[src/rtl/manchester_word_encoder.sv]
// Manchester word encoder: serialises handshaked words as bi-phase
// half-bit symbols on DIV8_CLK, with optional preamble and chaining.
// Ports: DIV8_CLK, globalReset (async, active-high), data_in,
//   data_valid, polarity -> data_ready, out, busy, word_done.
// Option macro: MANCHESTER_PARITY_EN appends an even-parity bit.
module manchester_word_encoder #(
    parameter int   DATA_W       = 8,
    parameter int   PREAMBLE_LEN = 2,
    parameter int   MSB_FIRST    = 1,
    parameter logic IDLE_LEVEL   = 1'b0
) (
    input  logic              DIV8_CLK,
    input  logic              globalReset,
    input  logic [DATA_W-1:0] data_in,
    input  logic              data_valid,
    input  logic              polarity,
    output logic              data_ready,
    output logic              out,
    output logic              busy,
    output logic              word_done
);

    localparam int CW = $clog2(DATA_W + 1);
    localparam int PW = (PREAMBLE_LEN > 0) ?
                        $clog2(PREAMBLE_LEN + 1) : 1;

    localparam logic [1:0] S_IDLE = 2'd0;
    localparam logic [1:0] S_PRE  = 2'd1;
    localparam logic [1:0] S_DATA = 2'd2;
`ifdef MANCHESTER_PARITY_EN
    localparam logic [1:0] S_PAR  = 2'd3;
`endif

    logic [1:0]        r_state;
    logic              r_phase;
    logic [DATA_W-1:0] r_shift;
    logic              r_pol;
    logic [CW-1:0]     r_bitcnt;
    logic [PW-1:0]     r_precnt;
    logic              r_out;
    logic              r_rdy_en;

    logic [1:0]        w_state_nxt;
    logic              w_phase_nxt;
    logic [DATA_W-1:0] w_shift_nxt;
    logic              w_pol_nxt;
    logic [CW-1:0]     w_bitcnt_nxt;
    logic [PW-1:0]     w_precnt_nxt;
    logic              w_out_nxt;
    logic              w_bit_nxt;
    logic              w_xfer;
    logic              w_bit_last;
    logic              w_pre_last;
    logic              w_last;

`ifdef MANCHESTER_PARITY_EN
    logic              r_par;
    logic              w_par_nxt;
`endif

    assign w_xfer     = data_valid & data_ready;
    assign w_bit_last = (r_bitcnt == CW'(DATA_W - 1));
    assign w_pre_last = (int'(r_precnt) == PREAMBLE_LEN - 1);

    // State register
    always_ff @(posedge DIV8_CLK or posedge globalReset) begin
        if (globalReset) begin
            r_state  <= S_IDLE;
            r_phase  <= 1'b0;
            r_shift  <= '0;
            r_pol    <= 1'b0;
            r_bitcnt <= '0;
            r_precnt <= '0;
            r_out    <= IDLE_LEVEL;
            r_rdy_en <= 1'b0;
`ifdef MANCHESTER_PARITY_EN
            r_par    <= 1'b0;
`endif
        end else begin
            r_state  <= w_state_nxt;
            r_phase  <= w_phase_nxt;
            r_shift  <= w_shift_nxt;
            r_pol    <= w_pol_nxt;
            r_bitcnt <= w_bitcnt_nxt;
            r_precnt <= w_precnt_nxt;
            r_out    <= w_out_nxt;
            r_rdy_en <= 1'b1;
`ifdef MANCHESTER_PARITY_EN
            r_par    <= w_par_nxt;
`endif
        end
    end

    // Next-state logic
    always_comb begin
        w_state_nxt  = r_state;
        w_phase_nxt  = ~r_phase;
        w_shift_nxt  = r_shift;
        w_pol_nxt    = r_pol;
        w_bitcnt_nxt = r_bitcnt;
        w_precnt_nxt = r_precnt;
`ifdef MANCHESTER_PARITY_EN
        w_par_nxt    = r_par;
`endif
        // end_word: either chain into S_DATA or drop to idle
        case (r_state)
            S_IDLE: begin
                w_phase_nxt = 1'b0;
                if (w_xfer) begin
                    w_state_nxt  = (PREAMBLE_LEN > 0) ? S_PRE : S_DATA;
                    w_shift_nxt  = data_in;
                    w_pol_nxt    = polarity;
                    w_bitcnt_nxt = '0;
                    w_precnt_nxt = '0;
`ifdef MANCHESTER_PARITY_EN
                    w_par_nxt    = ^data_in;
`endif
                end
            end
            S_PRE: begin
                if (r_phase) begin
                    w_precnt_nxt = r_precnt + PW'(1);
                    if (w_pre_last) w_state_nxt = S_DATA;
                end
            end
            S_DATA: begin
                if (r_phase) begin
                    if (w_bit_last) begin
`ifdef MANCHESTER_PARITY_EN
                        w_state_nxt = S_PAR;
`else
                        w_state_nxt = S_IDLE;
                        if (w_xfer) begin
                            w_state_nxt  = S_DATA;
                            w_shift_nxt  = data_in;
                            w_pol_nxt    = polarity;
                            w_bitcnt_nxt = '0;
                            w_precnt_nxt = '0;
                        end
`endif
                    end else begin
                        w_shift_nxt = (MSB_FIRST != 0) ?
                                      (r_shift << 1) : (r_shift >> 1);
                        if (r_bitcnt != CW'(DATA_W))
                            w_bitcnt_nxt = r_bitcnt + CW'(1);
                    end
                end
            end
`ifdef MANCHESTER_PARITY_EN
            S_PAR: begin
                if (r_phase) begin
                    w_state_nxt = S_IDLE;
                    if (w_xfer) begin
                        w_state_nxt  = S_DATA;
                        w_shift_nxt  = data_in;
                        w_pol_nxt    = polarity;
                        w_bitcnt_nxt = '0;
                        w_precnt_nxt = '0;
                        w_par_nxt    = ^data_in;
                    end
                end
            end
`endif
            default: begin
                w_state_nxt = S_IDLE;
                w_phase_nxt = 1'b0;
            end
        endcase
    end

    // Outputs; the line value is precomputed from the next state
    always_comb begin
`ifdef MANCHESTER_PARITY_EN
        w_last = (r_state == S_PAR) & r_phase;
`else
        w_last = (r_state == S_DATA) & r_phase & w_bit_last;
`endif
        data_ready = r_rdy_en & ((r_state == S_IDLE) | w_last);
        word_done  = w_last;
        busy       = (r_state != S_IDLE);
        out        = r_out;

        w_bit_nxt = 1'b0;
        case (w_state_nxt)
            S_PRE:   w_bit_nxt = ~w_precnt_nxt[0];
            S_DATA:  w_bit_nxt = (MSB_FIRST != 0) ?
                                 w_shift_nxt[DATA_W-1] : w_shift_nxt[0];
`ifdef MANCHESTER_PARITY_EN
            S_PAR:   w_bit_nxt = w_par_nxt;
`endif
            default: w_bit_nxt = 1'b0;
        endcase

        if (w_state_nxt == S_IDLE)
            w_out_nxt = IDLE_LEVEL;
        else
            w_out_nxt = w_bit_nxt ^ w_pol_nxt ^ w_phase_nxt;
    end

endmodule
[config.mk]
export PLATFORM = sky130hd
export DESIGN_NAME = manchester_word_encoder
export DESIGN_NICKNAME = d
export VERILOG_FILES = /design/src/rtl/manchester_word_encoder.sv
export SDC_FILE = /design/constraint.sdc
export NUM_CORES = 1
export LEC_CHECK = 0
export BUFFER_PORTS_ARGS = -buffer_cell sky130_fd_sc_hd__buf_4
export CORE_ASPECT_RATIO = 1.25
export CORE_UTILIZATION = 40
export CTS_BUF_LIST = sky130_fd_sc_hd__clkbuf_8 sky130_fd_sc_hd__clkbuf_16
export DETAILED_ROUTE_END_ITERATION = 10
export GPL_ROUTABILITY_DRIVEN = 1
export SLEW_MARGIN = 20
export SYNTH_ARGS = -nofsm -noshare
export SYNTH_HDL_FRONTEND = slang
export SYNTH_SLANG_ARGS = --single-unit
[constraint.sdc]
create_clock -name DIV8_CLK -period 5.3 [get_ports DIV8_CLK]
set_clock_uncertainty 0.15 [all_clocks]
set_input_delay 1.06 -clock DIV8_CLK [delete_from_list [all_inputs] [get_ports DIV8_CLK]]
set_output_delay 1.06 -clock DIV8_CLK [all_outputs]
set_load 0.03 [all_outputs]
==> metrics.log, run 1 <==
[metrics] cell types with the largest area share after synthesis: sky130_fd_sc_hd__dfrtp_1 (40%), sky130_fd_sc_hd__ha_1 (11%), sky130_fd_sc_hd__inv_1 (5.4%)
[metrics] max-cap violation count: 0
[metrics] placer's final routability congestion estimate: between 0.9 and 1
[metrics] share of the cycle needed by the critical path after routing: 0.580
[metrics] sequential cell area fraction in the yosys report: 0.403
[metrics] area of the die: roughly 0.0033 mm²
[metrics] first-pass iteration count of the detailed router: 5
[metrics] cell type contributing the most total cell area after synthesis: sky130_fd_sc_hd__dfrtp_1
[metrics] post-place instance area: between 0.001 and 0.0015 mm²
[metrics] worst endpoint data arrival time: ~1.9 ns
[metrics] Vias per Instance: ~5.7
[metrics] category of the critical setup timing path: register to primary output
[metrics] cell row count: 22
[metrics] proportion of layout cells with a drive suffix above 1: 0.181
[metrics] post-cts repair resize count: 0
[metrics] Syn Nets: 150
[metrics] starting density of the core: 0.421
[metrics] layout overhead on the synthesized area: 17.7%
[metrics] number of unique standard cell types used by synthesis: 44
[metrics] most instantiated flip-flop cell in the synthesis netlist: sky130_fd_sc_hd__dfrtp_1
[metrics] number of failing setup endpoints in the final timing report: 0
[metrics] number of nets in the finished design: about 170
[metrics] number of routed nets with antenna violations: 0
[metrics] antenna cells: 0
[metrics] global-route wire length before repair: about 4.9 mm
[metrics] largest net degree at the start of global routing: 21
[metrics] Final Util: 0.496
[metrics] startpoint type of the worst setup path: register
[metrics] total grt overflow: 0
[metrics] power dissipated by switching net loads: 0.294 mW
[metrics] Starting DRT DRC Count: 66
[metrics] EDFF count, synth: 0
[metrics] height of the die: 64.3 µm
[metrics] post-detailed-route wirelength per cell: 14.8 µm
[metrics] Ys Warns: 0
[metrics] biggest cell delay along the critical path: 0.43 ns
[metrics] LEAKAGE: roughly 0.7 nW
[metrics] half-perimeter wire length after placement: 1.96 mm
[metrics] Sequential Power Share: 0.332
[metrics] syn avg cell area: 9.77 µm²
[metrics] Gate Count Post-Synth: between 100 and 150
[metrics] worst hold margin: around 0.34 ns
[metrics] maximum operating frequency: roughly 330 MHz
[metrics] cell internal pwr: 0.470 mW
[metrics] power density of the placed cells: about 520 mW/mm²
[metrics] via count of the first global-routing pass: between 1000 and 1500
[metrics] number of antenna violations at the first check in global routing: 0
[metrics] count leader, synth: sky130_fd_sc_hd__dfrtp_1
[metrics] clock buffer count from CTS: 3
[metrics] sequence of cells on the critical path: inv_1 > ha_1 > nand2_2 > nor2_1 > nor2_1 > nor2b_1 > buf_4
[metrics] die width: a little over 50 µm
[metrics] Boundary Pins: 16
[metrics] clock-pin slew reported for the worst setup and hold paths after clock tree synthesis: around 0.080 ns
[metrics] status: finished, final reports clean
[metrics] setup repair after global routing missed its margin: false
[metrics] count of input and output buffers: 15
[metrics] Final Critical Period: between 3 and 4 ns
[metrics] clock root buffer master: sky130_fd_sc_hd__clkbuf_8
[metrics] setup_tns: 0 ns
[metrics] top-area cell type share of the netlist area: 0.403
[metrics] worst-path fanout max: 11
[metrics] global-route total usage across every layer: 0.193
[metrics] number of max-slew violations in the final report: 0
[metrics] net switching fraction of the power: 0.384
[metrics] number of sinks handled by clock tree synthesis: 20
[metrics] number of hold violations in the final report: 0
[metrics] share of synthesized registers carrying an async set or reset: 1.00
[metrics] Max clock buf depth: 2
[metrics] transition at the pin with the smallest max-transition slack: just under 0.8 ns
[metrics] Max-Slew Margin vs Limit: 0.484
[metrics] H-tree depth reported by CTS: 1
[metrics] clock network power share: 0.202
[metrics] number of DRC violations after detailed routing: 0
[metrics] IR drop worst, VDD: about 0.00025 V
[metrics] area of all placed cells without fillers: roughly 0.0015 mm²
[metrics] CTS tree: yes
[metrics] Core Box Area: 0.00295 mm²
[metrics] postcts setup bufs: 0
[metrics] Crit path top cell by count: sky130_fd_sc_hd__nor2_1
[metrics] Worst path slowest cell: sky130_fd_sc_hd__dfrtp_1
[metrics] post-synth design cell area: ~0.0012 mm²
[metrics] aggregate routed wire length: approximately 2.7 mm
[metrics] worst hold path class: register to register
[metrics] top cells by instance count after synthesis: sky130_fd_sc_hd__dfrtp_1 (20), sky130_fd_sc_hd__inv_1 (18), sky130_fd_sc_hd__ha_1 (11)
[metrics] crit end category: primary output
[metrics] number of buffers added to fix hold violations after cts: 0
[metrics] total vias in the final route: ~1000
[metrics] combinational fraction of design power: 0.466
[metrics] synthesis-stage register bit count: 20
[metrics] clock network latency to the later pin of the worst-skew pair: between 0.2 and 0.3 ns
[metrics] required time at the worst-slack endpoint: a little over 4 ns
-- layer usage --
| layer | vias up | GRT usage | share of wire |
|---|---|---|---|
| li1 | 494 | - | - |
| met1 | 491 | 0.244 | 0.46 |
| met2 | 36 | 0.304 | 0.47 |
| met3 | 5 | 0.0310 | 0.047 |
| met4 | 0 | 0.105 | 0.019 |
| met5 | - | 0 | 0 |
-- area by class of cell --
cell class | count | area, µm²
Timing Repair Buffer | 15 | 113
Clock buffer | 3 | 41.3
Clock inverter | 1 | 30.0
Tap cell | 36 | 45.0
Inverter | 19 | 71.3
Multi-Input combinational cell | 86 | 661
Sequential cell | 20 | 500
Fill cell | 282 | 1480
-- critical path, delay by kind of cell (launching register included) --
family	cells	cell delay, ns
buffers and inverters	2	0.27
DFF	1	0.43
and+or+nand+nor	4	0.52
adders and majority gates	1	0.38
-- placed cells by master (no fill, tap or decap), drive strengths merged, types with 2 or more instances in the layout --
cell type	n
o22ai	2
and2b	2
xnor2	2
a31oi	2
clkbuf	3
inv	19
nand3	3
nand2	9
dfrtp	20
buf	15
a21oi	4
a222oi	6
nand4b	2
nor2b	2
and2	3
o21ai	8
nor2	6
ha	11
nor3	2
-- flip-flops by register name, indices dropped and copies added (netlist names) --
signal / flops
out: 1
r_bitcnt: 4
r_phase: 1
r_pol: 1
r_precnt: 2
r_rdy_en: 1
r_shift: 8
r_state: 2
-- logic make-up after synthesis --
family                   count (synthesis)  synth area share
AND/OR/NAND/NOR                         34             0.159
XOR/XNOR                                 2            0.0141
adder cells (fa/ha/maj)                 11             0.111
AO/OA/AOI/OAI                           38             0.245
buffers and inverters                   21            0.0645
flip-flops                              20             0.403
other                                    1           0.00302
-- final timing paths --
path	startpoint	end	slack [ns]	cells after the start
setup / recovery	r_state[0]	data_ready	2.23	7
hold reg to reg	r_shift[3]	r_shift[4]	0.34	2
max in group asynchronous	globalReset	r_pol	3.73	2
hold / removal	r_shift[3]	r_shift[4]	0.34	2
min in group asynchronous	globalReset	r_rdy_en	0.79	2
setup reg to reg	r_state[1]	out	2.57	10
-- power by group through the flow --
stage	combinational, mW	sequential (mW)	clock, mW
finish	0.356	0.254	0.154
global route	0.401	0.262	0.165
floorplan	0.275	0.248	0
detailed placement	0.354	0.256	0
global placement	0.347	0.256	0
CTS	0.358	0.253	0.158
-- metrics by stage --
step	std cells	setup slack [ns]	total power, mW
after CTS	180	2.20	0.769
after global placement	176	2.40	0.602
final	180	2.23	0.764
after global routing	180	2.02	0.829
after floorplan	127	2.23	0.523
after detailed placement	176	2.35	0.610
Note: power is estimated with default switching activity, not from simulation.
==> run 2: changes to the inputs <==
==> constraint.sdc (replaced) <==
create_clock -name DIV8_CLK -period 2.9 [get_ports DIV8_CLK]
set_clock_uncertainty 0.15 [all_clocks]
set_input_delay 0.58 -clock DIV8_CLK [delete_from_list [all_inputs] [get_ports DIV8_CLK]]
set_output_delay 0.58 -clock DIV8_CLK [all_outputs]
set_load 0.03 [all_outputs]
==> metrics.log, run 2 (synthesis gave the netlist of run 1 again) <==
[metrics] status: finished, final reports clean
[metrics] number of DRC violations after detailed routing: 0 (unchanged)
[metrics] worst endpoint data arrival time: 1.84 ns (-0.02 ns)
[metrics] Core Box Area: 0.00295 mm² (unchanged)
[metrics] IR drop worst, VDD: 0.000675 V (+170%)
[metrics] worst-path fanout max: 11 (unchanged)
[metrics] setup repair after global routing missed its margin: false
[metrics] LEAKAGE: 0.703 nW (+2.0%)
[metrics] biggest cell delay along the critical path: 0.44 ns (about the same)
[metrics] Crit path top cell by count: sky130_fd_sc_hd__nor2_1
[metrics] antenna cells: 0 (unchanged)
[metrics] worst hold path class: input pin to asynchronous set/reset pin
[metrics] Boundary Pins: 16 (unchanged)
[metrics] clock buffer count from CTS: 3 (unchanged)
[metrics] number of sinks handled by clock tree synthesis: 20 (unchanged)
[metrics] global-route total usage across every layer: 0.187 (-0.00613)
[metrics] Worst Path Buf+Inv: 2 (unchanged)
[metrics] half-perimeter wire length after placement: 2.00 mm (+2.0%)
[metrics] via count of the first global-routing pass: 1064 (-3.0%)
[metrics] die width: 51.8 µm (unchanged)
[metrics] clock root buffer master: sky130_fd_sc_hd__clkbuf_8
[metrics] launch point of the critical path: r_state[0]
[metrics] H-tree depth reported by CTS: 1 (unchanged)
[metrics] startpoint type of the worst setup path: register
[metrics] Most flops, register: r_shift
[metrics] transition at the pin with the smallest max-transition slack: 0.765 ns (-0.00796 ns)
[metrics] max-cap violation count: 0 (unchanged)
[metrics] cell family with most CP delay: simple AND/OR/NAND/NOR gates
[metrics] area of the die: 0.00333 mm² (unchanged)
[metrics] Max clock buf depth: 2 (unchanged)
[metrics] height of the die: 64.3 µm (unchanged)
[metrics] Layout fillers: 286 (+1.4%)
[metrics] worst hold margin: 0.302 ns (-0.0397 ns)
[metrics] clock-pin slew reported for the worst setup and hold paths after clock tree synthesis: 0.08 ns (about the same)
[metrics] number of nets in the finished design: 171 (+1.8%)
[metrics] Critical Path Stages: 7 (unchanged)
[metrics] largest net degree at the start of global routing: 21 (unchanged)
[metrics] postcts setup bufs: 0 (unchanged)
[metrics] global-route wire length before repair: 4.73 mm (-2.6%)
[metrics] Max-Slew Margin vs Limit: 0.489 (+0.00531)
[metrics] share of the cycle needed by the critical path after routing: 0.885
[metrics] post-cts repair resize count: 0 (unchanged)
[metrics] final worst-path setup slack: 0.335 ns (-1.89 ns)
[metrics] first-pass iteration count of the detailed router: 6 (+1)
[metrics] aggregate routed wire length: 2.66 mm (+0.11%)
[metrics] Starting DRT DRC Count: 55 (-17%)
[metrics] total vias in the final route: 1056 (+2.9%)
[metrics] number of max-slew violations in the final report: 0 (unchanged)
[metrics] count of input and output buffers: 15 (unchanged)
[metrics] number of antenna violations at the first check in global routing: 0 (unchanged)
[metrics] worst slack at placement: 0.385 ns (-1.96 ns)
[metrics] Vias per Instance: 5.77 (+1.2%)
[metrics] number of hold violations in the final report: 0 (unchanged)
[metrics] cell row count: 22 (unchanged)
[metrics] launch point of the worst reg-to-reg path: r_bitcnt[0]
[metrics] Worst path slowest cell: sky130_fd_sc_hd__dfrtp_1
[metrics] layout overhead on the synthesized area: 19.6%
[metrics] CTS tree: yes
[metrics] Final Critical Period: roughly 2.6 ns
[metrics] post-detailed-route wirelength per cell: 14.6 µm (-1.5%)
[metrics] starting density of the core: 0.421 (unchanged)
[metrics] number of failing setup endpoints in the final timing report: 0 (unchanged)
[metrics] power density of the placed cells: 946 mW/mm² (+81%)
[metrics] number of routed nets with antenna violations: 0 (unchanged)
[metrics] number of buffers added to fix hold violations after cts: 0 (unchanged)
[metrics] Reg2Reg Depth: 10 (unchanged)
[metrics] proportion of layout cells with a drive suffix above 1: 0.197 (+0.0167)
[metrics] Critical Path Sink: data_ready
[metrics] category of the critical setup timing path: register to primary output
[metrics] required time at the worst-slack endpoint: 2.17 ns (-1.92 ns)
[metrics] terminus of the critical flop-to-flop path: out
[metrics] most common library cell in the layout ignoring fill and taps: sky130_fd_sc_hd__dfrtp_1
[metrics] clock network latency to the later pin of the worst-skew pair: 0.26 ns (about the same)
[metrics] worst-case register-to-register setup slack: 0.36 ns (-2.21 ns)
[metrics] sequence of cells on the critical path: inv_1 > ha_1 > nand2_2 > nor2_1 > nor2_1 > nor2b_1 > buf_4
[metrics] total grt overflow: 0 (unchanged)
[metrics] flip-flop count of the largest register after layout: 8 (unchanged)
[metrics] maximum operating frequency: between 300 and 400 MHz
[metrics] setup_tns: 0 ns (unchanged)
[metrics] placer's final routability congestion estimate: 0.949 (+1.4%)
[metrics] biggest registers after layout: r_shift (8), r_bitcnt (4)
[metrics] crit end category: primary output
[metrics] highest-count cells in the layout ignoring fill and taps: sky130_fd_sc_hd__dfrtp_1 (20), sky130_fd_sc_hd__inv_1 (18), sky130_fd_sc_hd__buf_4 (18)
-- run 2: worst register-to-register path: cells and delay by family (launching register included) --
kind	cells	cell delay [ns]
xor gates and xnor gates	1	0.14
AOI/OAI and AO/OA	3	0.65
DFF	1	0.43
and+or+nand+nor	4	0.48
adders and majority gates	2	0.57
-- run 2: area by class of cell --
cell class                      instances  area (µm²)  share of cell area
Clock buffer                            3        41.3              0.0278
Clock inverter                          1        30.0              0.0202
Inverter                               19        71.3              0.0481
Multi-Input combinational cell         86         661               0.445
Sequential cell                        20         500               0.337
Tap cell                               36        45.0              0.0304
Timing Repair Buffer                   18         135              0.0911
-- run 2: worst min path at each step --
| stage | end | from | slack, ns | cells after the start |
|---|---|---|---|---|
| finish | r_shift[1] | globalReset | 0.30 | 2 |
| global route | r_shift[2] | data_in[2] | 0.38 | 3 |
| CTS | r_shift[0] | globalReset | 0.34 | 2 |
| detailed placement | r_shift[3] | r_shift[2] | 0.33 | 2 |
| global placement | r_shift[4] | r_shift[3] | 0.32 | 2 |
| floorplan | r_shift[3] | r_shift[2] | 0.31 | 2 |
-- run 2: metal layers --
metal,vias to the layer above,part of all wire,GRT usage
met1,529,0.45,0.239
met5,-,0,0
met4,0,0.0079,0.0709
met3,2,0.038,0.0286
met2,25,0.51,0.308
li1,500,-,-
-- run 2: report_power, final --
| part | internal (mW) | switching, mW | total, mW |
|---|---|---|---|
| Sequential | 0.381 | 0.0808 | 0.462 |
| Clock | 0.184 | 0.0994 | 0.284 |
| Combinational | 0.303 | 0.356 | 0.659 |
| Total | 0.868 | 0.537 | 1.40 |
-- run 2: per-stage QoR --
step / utilization / instances / total power [mW] / area (µm²)
2_1_floorplan: - / 127 / 0.955 / 1240
3_3_place_gp: 0.480 / 179 / 1.12 / 1410
3_5_place_dp: 0.480 / 179 / 1.13 / 1410
4_1_cts: 0.504 / 183 / 1.42 / 1480
5_1_grt: 0.504 / 183 / 1.52 / 1480
6_report: 0.504 / 183 / 1.40 / 1480
